==> src/rtl/memory_island_port_arbiter_pkg.sv <==
// Shared helpers for the memory-island port arbiter.
//   idx_width(n) : bits needed to index n requesters (at least 1)
//   ByteWidth    : bits per strobe lane
package memory_island_port_arbiter_pkg;

  localparam int unsigned ByteWidth = 8;

  function automatic int unsigned idx_width(input int unsigned n);
    return (n > 1) ? $clog2(n) : 1;
  endfunction

endpackage

==> src/rtl/memory_island_port_arbiter_fifo.sv <==
// ID FIFO holding the requester index of each granted-but-unanswered transaction.
// No fall-through: a pushed entry becomes visible at data_o the cycle after the push.
//   clk_i/rst_ni : clock, async active-low reset (empties the FIFO)
//   push_i/data_i: enqueue an entry (ignored when full)
//   pop_i/data_o : dequeue the head entry (ignored when empty)
//   full_o/empty_o/usage_o : occupancy; usage_o wraps to 0 when full
module memory_island_port_arbiter_fifo #(
  parameter  int unsigned DataWidth = 1,
  parameter  int unsigned Depth     = 4,
  localparam int unsigned AddrW     = (Depth > 1) ? $clog2(Depth) : 1
) (
  input  logic                 clk_i,
  input  logic                 rst_ni,
  input  logic                 push_i,
  input  logic [DataWidth-1:0] data_i,
  input  logic                 pop_i,
  output logic [DataWidth-1:0] data_o,
  output logic                 full_o,
  output logic                 empty_o,
  output logic [AddrW-1:0]     usage_o
);

  localparam int unsigned CntW = AddrW + 1;

  logic [Depth-1:0][DataWidth-1:0] mem_q;
  logic [AddrW-1:0] rd_q, rd_d, wr_q, wr_d;
  logic [CntW-1:0]  cnt_q, cnt_d;
  logic             push, pop;

  function automatic logic [AddrW-1:0] nxt(input logic [AddrW-1:0] p);
    return (p == AddrW'(Depth - 1)) ? '0 : p + 1'b1;
  endfunction

  assign full_o  = (cnt_q == CntW'(Depth));
  assign empty_o = (cnt_q == '0);
  assign usage_o = cnt_q[AddrW-1:0];
  assign data_o  = mem_q[rd_q];
  assign push    = push_i & ~full_o;
  assign pop     = pop_i & ~empty_o;

  always_comb begin
    rd_d  = rd_q;
    wr_d  = wr_q;
    cnt_d = cnt_q;
    if (push) wr_d = nxt(wr_q);
    if (pop)  rd_d = nxt(rd_q);
    case ({push, pop})
      2'b10:   cnt_d = cnt_q + 1'b1;
      2'b01:   cnt_d = cnt_q - 1'b1;
      default: cnt_d = cnt_q;
    endcase
  end

  always_ff @(posedge clk_i or negedge rst_ni) begin
    if (!rst_ni) begin
      rd_q  <= '0;
      wr_q  <= '0;
      cnt_q <= '0;
      mem_q <= '0;
    end else begin
      rd_q  <= rd_d;
      wr_q  <= wr_d;
      cnt_q <= cnt_d;
      if (push) mem_q[wr_q] <= data_i;
    end
  end

  a_no_push_full: assert property (@(posedge clk_i) disable iff (!rst_ni) push_i |-> !full_o);
  a_no_pop_empty: assert property (@(posedge clk_i) disable iff (!rst_ni) pop_i |-> !empty_o);

endmodule

==> src/rtl/memory_island_port_arbiter.sv <==
// Round-robin arbiter sharing one memory-island port among NumInp requesters.
// Requests pass through combinationally (latency 0); a request that is presented
// but not granted is locked so it cannot be preempted. Granted indices are queued
// in an ID FIFO so in-order responses are routed back to their issuer.
//   clk_i, rst_ni             : clock, async active-low reset
//   in_*                      : per-requester request/response channels
//   out_*                     : shared memory port
//   outstanding_o             : granted transactions still awaiting a response
module memory_island_port_arbiter
  import memory_island_port_arbiter_pkg::*;
#(
  parameter  int unsigned NumInp         = 2,
  parameter  int unsigned AddrWidth      = 32,
  parameter  int unsigned DataWidth      = 32,
  parameter  int unsigned MaxOutstanding = 4,
  localparam int unsigned StrbWidth      = DataWidth / ByteWidth,
  localparam int unsigned IdxWidth       = idx_width(NumInp),
  localparam int unsigned CntWidth       = $clog2(MaxOutstanding + 1)
) (
  input  logic                                clk_i,
  input  logic                                rst_ni,
  input  logic [NumInp-1:0]                   in_req_i,
  output logic [NumInp-1:0]                   in_gnt_o,
  input  logic [NumInp-1:0][AddrWidth-1:0]    in_addr_i,
  input  logic [NumInp-1:0]                   in_we_i,
  input  logic [NumInp-1:0][DataWidth-1:0]    in_wdata_i,
  input  logic [NumInp-1:0][StrbWidth-1:0]    in_strb_i,
  output logic [NumInp-1:0]                   in_rvalid_o,
  input  logic [NumInp-1:0]                   in_rready_i,
  output logic [NumInp-1:0][DataWidth-1:0]    in_rdata_o,
  output logic                                out_req_o,
  input  logic                                out_gnt_i,
  output logic [AddrWidth-1:0]                out_addr_o,
  output logic                                out_we_o,
  output logic [DataWidth-1:0]                out_wdata_o,
  output logic [StrbWidth-1:0]                out_strb_o,
  input  logic                                out_rvalid_i,
  output logic                                out_rready_o,
  input  logic [DataWidth-1:0]                out_rdata_i,
  output logic [CntWidth-1:0]                 outstanding_o
);

  typedef struct packed {
    logic [AddrWidth-1:0] addr;
    logic                 we;
    logic [DataWidth-1:0] wdata;
    logic [StrbWidth-1:0] strb;
  } mem_req_t;

  localparam int unsigned FifoAddrW = (MaxOutstanding > 1) ? $clog2(MaxOutstanding) : 1;

  logic [IdxWidth-1:0]  rr_q, rr_d, lock_sel_q, lock_sel_d, rr_sel, sel, head;
  logic                 lock_q, lock_d, rr_hit, req_sel, push, pop, full, empty;
  logic [FifoAddrW-1:0] usage;
  mem_req_t             sel_req;

  // First requester at or after the rr pointer, wrapping.
  always_comb begin
    rr_sel = rr_q;
    rr_hit = 1'b0;
    for (int k = 0; k < NumInp; k++) begin
      if (!rr_hit && in_req_i[IdxWidth'((int'(rr_q) + k) % NumInp)]) begin
        rr_hit = 1'b1;
        rr_sel = IdxWidth'((int'(rr_q) + k) % NumInp);
      end
    end
  end

  assign sel     = lock_q ? lock_sel_q : rr_sel;
  assign req_sel = lock_q ? in_req_i[lock_sel_q] : rr_hit;
  // No pop bypass: a full FIFO blocks issue even if a response retires this cycle.
  assign out_req_o = req_sel & ~full;
  assign push      = out_req_o & out_gnt_i;

  // Payload is forced to zero when nothing is issued so the port stays quiet.
  always_comb begin
    sel_req = '0;
    if (out_req_o) begin
      sel_req.addr  = in_addr_i[sel];
      sel_req.we    = in_we_i[sel];
      sel_req.wdata = in_wdata_i[sel];
      sel_req.strb  = in_strb_i[sel];
    end
  end

  assign out_addr_o  = sel_req.addr;
  assign out_we_o    = sel_req.we;
  assign out_wdata_o = sel_req.wdata;
  assign out_strb_o  = sel_req.strb;

  always_comb begin
    in_gnt_o = '0;
    if (push) in_gnt_o[sel] = 1'b1;
  end

  always_comb begin
    rr_d       = rr_q;
    lock_d     = out_req_o & ~out_gnt_i;
    lock_sel_d = sel;
    if (push) rr_d = (int'(sel) == NumInp - 1) ? '0 : sel + 1'b1;
  end

  always_ff @(posedge clk_i or negedge rst_ni) begin
    if (!rst_ni) begin
      rr_q       <= '0;
      lock_q     <= 1'b0;
      lock_sel_q <= '0;
    end else begin
      rr_q       <= rr_d;
      lock_q     <= lock_d;
      lock_sel_q <= lock_sel_d;
    end
  end

  // Response side: head of the ID FIFO owns the current response beat.
  always_comb begin
    in_rvalid_o = '0;
    if (!empty) in_rvalid_o[head] = out_rvalid_i;
  end

  assign out_rready_o = in_rready_i[head] & ~empty;
  assign pop          = out_rvalid_i & out_rready_o;

  always_comb begin
    for (int i = 0; i < NumInp; i++) in_rdata_o[i] = out_rdata_i;
  end

  memory_island_port_arbiter_fifo #(
    .DataWidth (IdxWidth),
    .Depth     (MaxOutstanding)
  ) i_id_fifo (
    .clk_i   (clk_i),
    .rst_ni  (rst_ni),
    .push_i  (push),
    .data_i  (sel),
    .pop_i   (pop),
    .data_o  (head),
    .full_o  (full),
    .empty_o (empty),
    .usage_o (usage)
  );

  // usage wraps to 0 at full, so the full flag supplies the top count.
  assign outstanding_o = full ? CntWidth'(MaxOutstanding) : CntWidth'(usage);

  a_lock_stable: assert property (@(posedge clk_i) disable iff (!rst_ni)
    lock_q |-> (in_req_i[lock_sel_q] && out_addr_o == $past(out_addr_o) && out_we_o == $past(out_we_o)
                && out_wdata_o == $past(out_wdata_o) && out_strb_o == $past(out_strb_o)));
  a_rvalid_empty: assert property (@(posedge clk_i) disable iff (!rst_ni) out_rvalid_i |-> !empty);

endmodule
==> config.mk <==
export PLATFORM = sky130hd
export DESIGN_NAME = memory_island_port_arbiter
export DESIGN_NICKNAME = d
export VERILOG_FILES = /design/src/rtl/memory_island_port_arbiter_pkg.sv /design/src/rtl/memory_island_port_arbiter_fifo.sv /design/src/rtl/memory_island_port_arbiter.sv
export SDC_FILE = /design/constraint.sdc
export NUM_CORES = 1
export LEC_CHECK = 0
export CORE_AREA = 5 5 120 122
export CTS_CLUSTER_SIZE = 8
export DETAILED_ROUTE_END_ITERATION = 10
export DIE_AREA = 0 0 125 127
export MAX_ROUTING_LAYER = met4
export PLACE_DENSITY = 0.72
export SLEW_MARGIN = 20
export SYNTH_ARGS = -nofsm -noshare
export SYNTH_HDL_FRONTEND = slang
export SYNTH_HIERARCHICAL = 1
export SYNTH_SLANG_ARGS = --single-unit
export TNS_END_PERCENT = 100
==> constraint.sdc <==
create_clock -name clk_i -period 3 [get_ports clk_i]
set_input_delay 0.6 -clock clk_i [delete_from_list [all_inputs] [get_ports clk_i]]
set_output_delay 0.6 -clock clk_i [all_outputs]
set_load 0.01 [all_outputs]
==> summary.txt <==
Status
  • Status: finished, final reports clean

Setup path
  • CP max stage delay: 0.48 ns
  • Reg2reg start: i_id_fifo/cnt_q[0]
  • Slowest-stage cell, CP: clkdlybuf4s50_1
  • Crit path buf inv count: 4
  • Crit path capture type: output port
  • Worst endpoint data arrival time: 2.32 ns
  • WP data required: 2.40 ns
  • R2R cell count: 13
  • Max FO, Critical Path: 11
  • Cell chain of the critical path: dlygate4sd2_1, a21boi_2, o31ai_4, buf_6, clkbuf_16, mux2i_1, nor2_1, clkdlybuf4s50_1
  • Critical setup path kind: primary input to output port
  • R2r endpoint: i_id_fifo/cnt_q[2]
  • Family with the most delay on the worst path: buffers and inverters
  • Setup crit start kind: primary input
  • Worst R2R Setup Slack: 0.33 ns

Cells and area
  • Multi-input logic area: 1480 um2
  • Nets: 663
  • Area grow syn2layout: 91.3%
  • Fillers: 1325
  • FF+latch area: 350 um2
  • Final Instance Area: 4760 um2
  • Cell Count, Final, Fillers Out: 653
  • Layout cells sized above 1: 0.105

Route
  • Pre-antenna DRT Iters: 4
  • Remaining antenna violation count after routing: 0
  • DRT met1 WL: 4.20 mm
  • Met3 WL post-DR: 1.30 mm
  • Wirelength per Cell: 16.8 um
  • Routed wl met2: 5.34 mm
  • Detailed-route vias per instance: 4.11
  • Via count: 2684
  • Post-route DRC: 0
  • Final WL: 10.9 mm
  • Top routing layer in use: met4
  • DR iter-0 viols: 169

Timing
  • Final slew viol count: 0
  • Worst slew margin: 0.582
  • Final WS setup: 0.0811 ns
  • Hold Fails Final Rpt: 0
  • Final Setup Violations: 0
  • Period minus WS final: 2.92 ns
  • RSZ-0062 raised after global routing: false
  • Clock Skew: 0.00421 ns
  • Worst slew pin tran: 0.625 ns
  • Fin crit share: 0.973
  • Fmax: 343 MHz

Logic synthesis
  • Seq cells post-synth: 14
  • Most used DFF post-synth: dfrtp_1
  • Asr flop ratio synth: 1.00
  • Syn Nets: 490
  • Number of flops mapped to enable cells by yosys: 0
  • Post-Syn Instances: 305
  • Syn. warnings: 6
  • Seq/Total Area, Yosys: 0.141
  • Area of the mapped netlist: 2490 um2
  • Syn Area/Cell: 8.16 um2
  • Netlist cell types: 30

Floorplanning
  • Initial Utilization: 0.190
  • Die span in x: 125 um
  • DIE AREA: 15900 um2
  • Row count: 42
  • Die H: 127 um
  • Core area: 13100 um2
  • IO Count: 320

Clock network
  • Skew-Pair Late Insertion Delay: 0.24 ns
  • H-tree Lvls: 1
  • TritonCTS Sinks: 14
  • Clock Path Buffers: 2
  • Root Buffer: clkbuf_16
  • Worst-path clk slew: 0.04 ns
  • Total CTS buffers: 3
  • TritonCTS clock tree: built

Global route
  • Overall routing resource usage: 0.127
  • First-pass GRT wire length: 15.8 mm
  • Largest net degree at the start of global routing: 46
  • Initial antenna violation count: 1
  • Vias in the first global route: 2794
  • Overflow after GRT: 0

Pwr
  • Total power: 3.42 mW
  • Share of total power in combinational logic: 0.823
  • Sequential Power Share: 0.107
  • Leak: 2.28 nW
  • PD cells: 719 nW/um2
  • Switching pwr: 1.38 mW
  • Clock network power share: 0.070
  • Switching Fraction: 0.404
  • VDD IR-drop max: 0.251 mV
  • Int Power: 2.04 mW

Placed design
  • DP Area: 4360 um2
  • Pre-CTS WS: -0.468 ns
  • Placed insts: 628
  • GP Congestion: 0.953
  • Post-detail-place hpwl: 8.28 mm
  • Port bufs: 223

Worst hold path
  • Worst hold path type: flop to flop
  • HP Start: i_id_fifo/cnt_q[2]
  • Hold EP: i_id_fifo/cnt_q[2]
  • Worst Hold Path Cells: 1

Job
  • Number of max-cap violations: 0
-- registers in the layout, indices dropped and copies added, names as in the netlist --
register / cells
i_id_fifo/cnt_q: 3
i_id_fifo/mem_q: 4
i_id_fifo/rd_q: 2
i_id_fifo/wr_q: 2
lock_q: 1
lock_sel_q: 1
rr_q: 1
-- per-stage QoR --
step                 util  setup TNS [ns]  hold WS [ns]
floorplan               -               0         0.304
global placement    0.333          -17.73         0.481
detailed placement  0.333          -21.68         0.491
CTS                 0.355         -0.0943         0.496
global route        0.364               0         0.529
finish              0.364               0         0.495
-- layout make-up --
| type | count | share of cell area |
|---|---|---|
| Antenna cell | 1 | 0.000525 |
| Clock buffer | 3 | 0.0158 |
| Inverter | 7 | 0.00552 |
| Multi-Input combinational cell | 200 | 0.311 |
| Sequential cell | 14 | 0.0735 |
| Tap cell | 176 | 0.0462 |
| Timing Repair Buffer | 252 | 0.547 |
-- power by group through the flow --
stage               sequential, mW  clock (mW)  combinational (mW)
detailed placement           0.369           0                2.55
global route                 0.382       0.255                3.03
finish                       0.368       0.239                2.82
global placement             0.360           0                2.51
CTS                          0.368       0.245                2.77
floorplan                    0.347           0                1.57
-- metal layers --
layer | vias to the layer above | global-route usage
met5 | - | -
met4 | 0 | 0.0204
met3 | 9 | 0.0588
met2 | 207 | 0.215
met1 | 1192 | 0.141
li1 | 1276 | -
-- cell usage after synthesis (3+ instances only) --
library cell	number	area, um2
nor2_1	77	289
mux2i_1	71	711
buf_4	67	503
dfrtp_1	14	350
nand2_1	9	33.8
o21ai_0	9	45.0
buf_2	8	40.0
inv_1	7	26.3
buf_12	6	120
ha_1	6	75.1
nand2b_1	4	25.0
nor2b_1	3	18.8
-- layout by cell type, fill, tap and decap left out, drive strengths merged, types with 2 or more instances in the layout --
cell type | netlist | routed
nor3 | 2 | 2
nor2b | 3 | 3
nor3b | 2 | 2
and2 | 2 | 2
nand2b | 4 | 4
dfrtp | 14 | 14
clkbuf | 0 | 6
mux2 | 4 | 4
o21ai | 10 | 10
dlygate4sd2 | 0 | 41
inv | 7 | 7
buf | 84 | 27
xor2 | 2 | 2
dlymetal6s2s | 0 | 13
clkdlybuf4s15 | 0 | 5
nand2 | 9 | 9
nor2 | 77 | 77
mux2i | 71 | 71
ha | 6 | 6
clkdlybuf4s50 | 0 | 162
-- timing repair --
action,4_1_cts,5_1_grt
hold buffers,0,0
endpoints found under the setup margin,72,46
pin swaps,1,1
resized for setup,65,22
cloned,4,1
buffers inserted,8,8
-- logic make-up (layout without fill, tap and decap cells) --
| logic type | count (synthesis) | in the layout | synth area share |
|---|---|---|---|
| simple gates | 101 | 101 | 0.173 |
| other cells | 0 | 1 | 0 |
| xor+xnor | 3 | 3 | 0.0106 |
| mux | 76 | 76 | 0.316 |
| fa+ha+maj | 7 | 7 | 0.0382 |
| flops | 14 | 14 | 0.141 |
| compound gates | 13 | 13 | 0.0301 |
| buf+inv | 91 | 262 | 0.292 |
-- worst max path at each step --
stage                           start                  to  slack (ns)  cells after the start
floorplan           i_id_fifo/rd_q[0]  i_id_fifo/cnt_q[2]        0.44                     12
global placement          in_req_i[1]     out_wdata_o[30]       -0.43                      7
detailed placement        in_req_i[1]     out_wdata_o[30]       -0.47                      7
CTS                       in_req_i[0]      out_wdata_o[2]       -0.02                      8
global route              in_req_i[0]       out_addr_o[4]      0.0002                      8
finish                    in_req_i[0]      out_addr_o[20]        0.08                      8
Note: power is estimated with default switching activity, not from simulation.
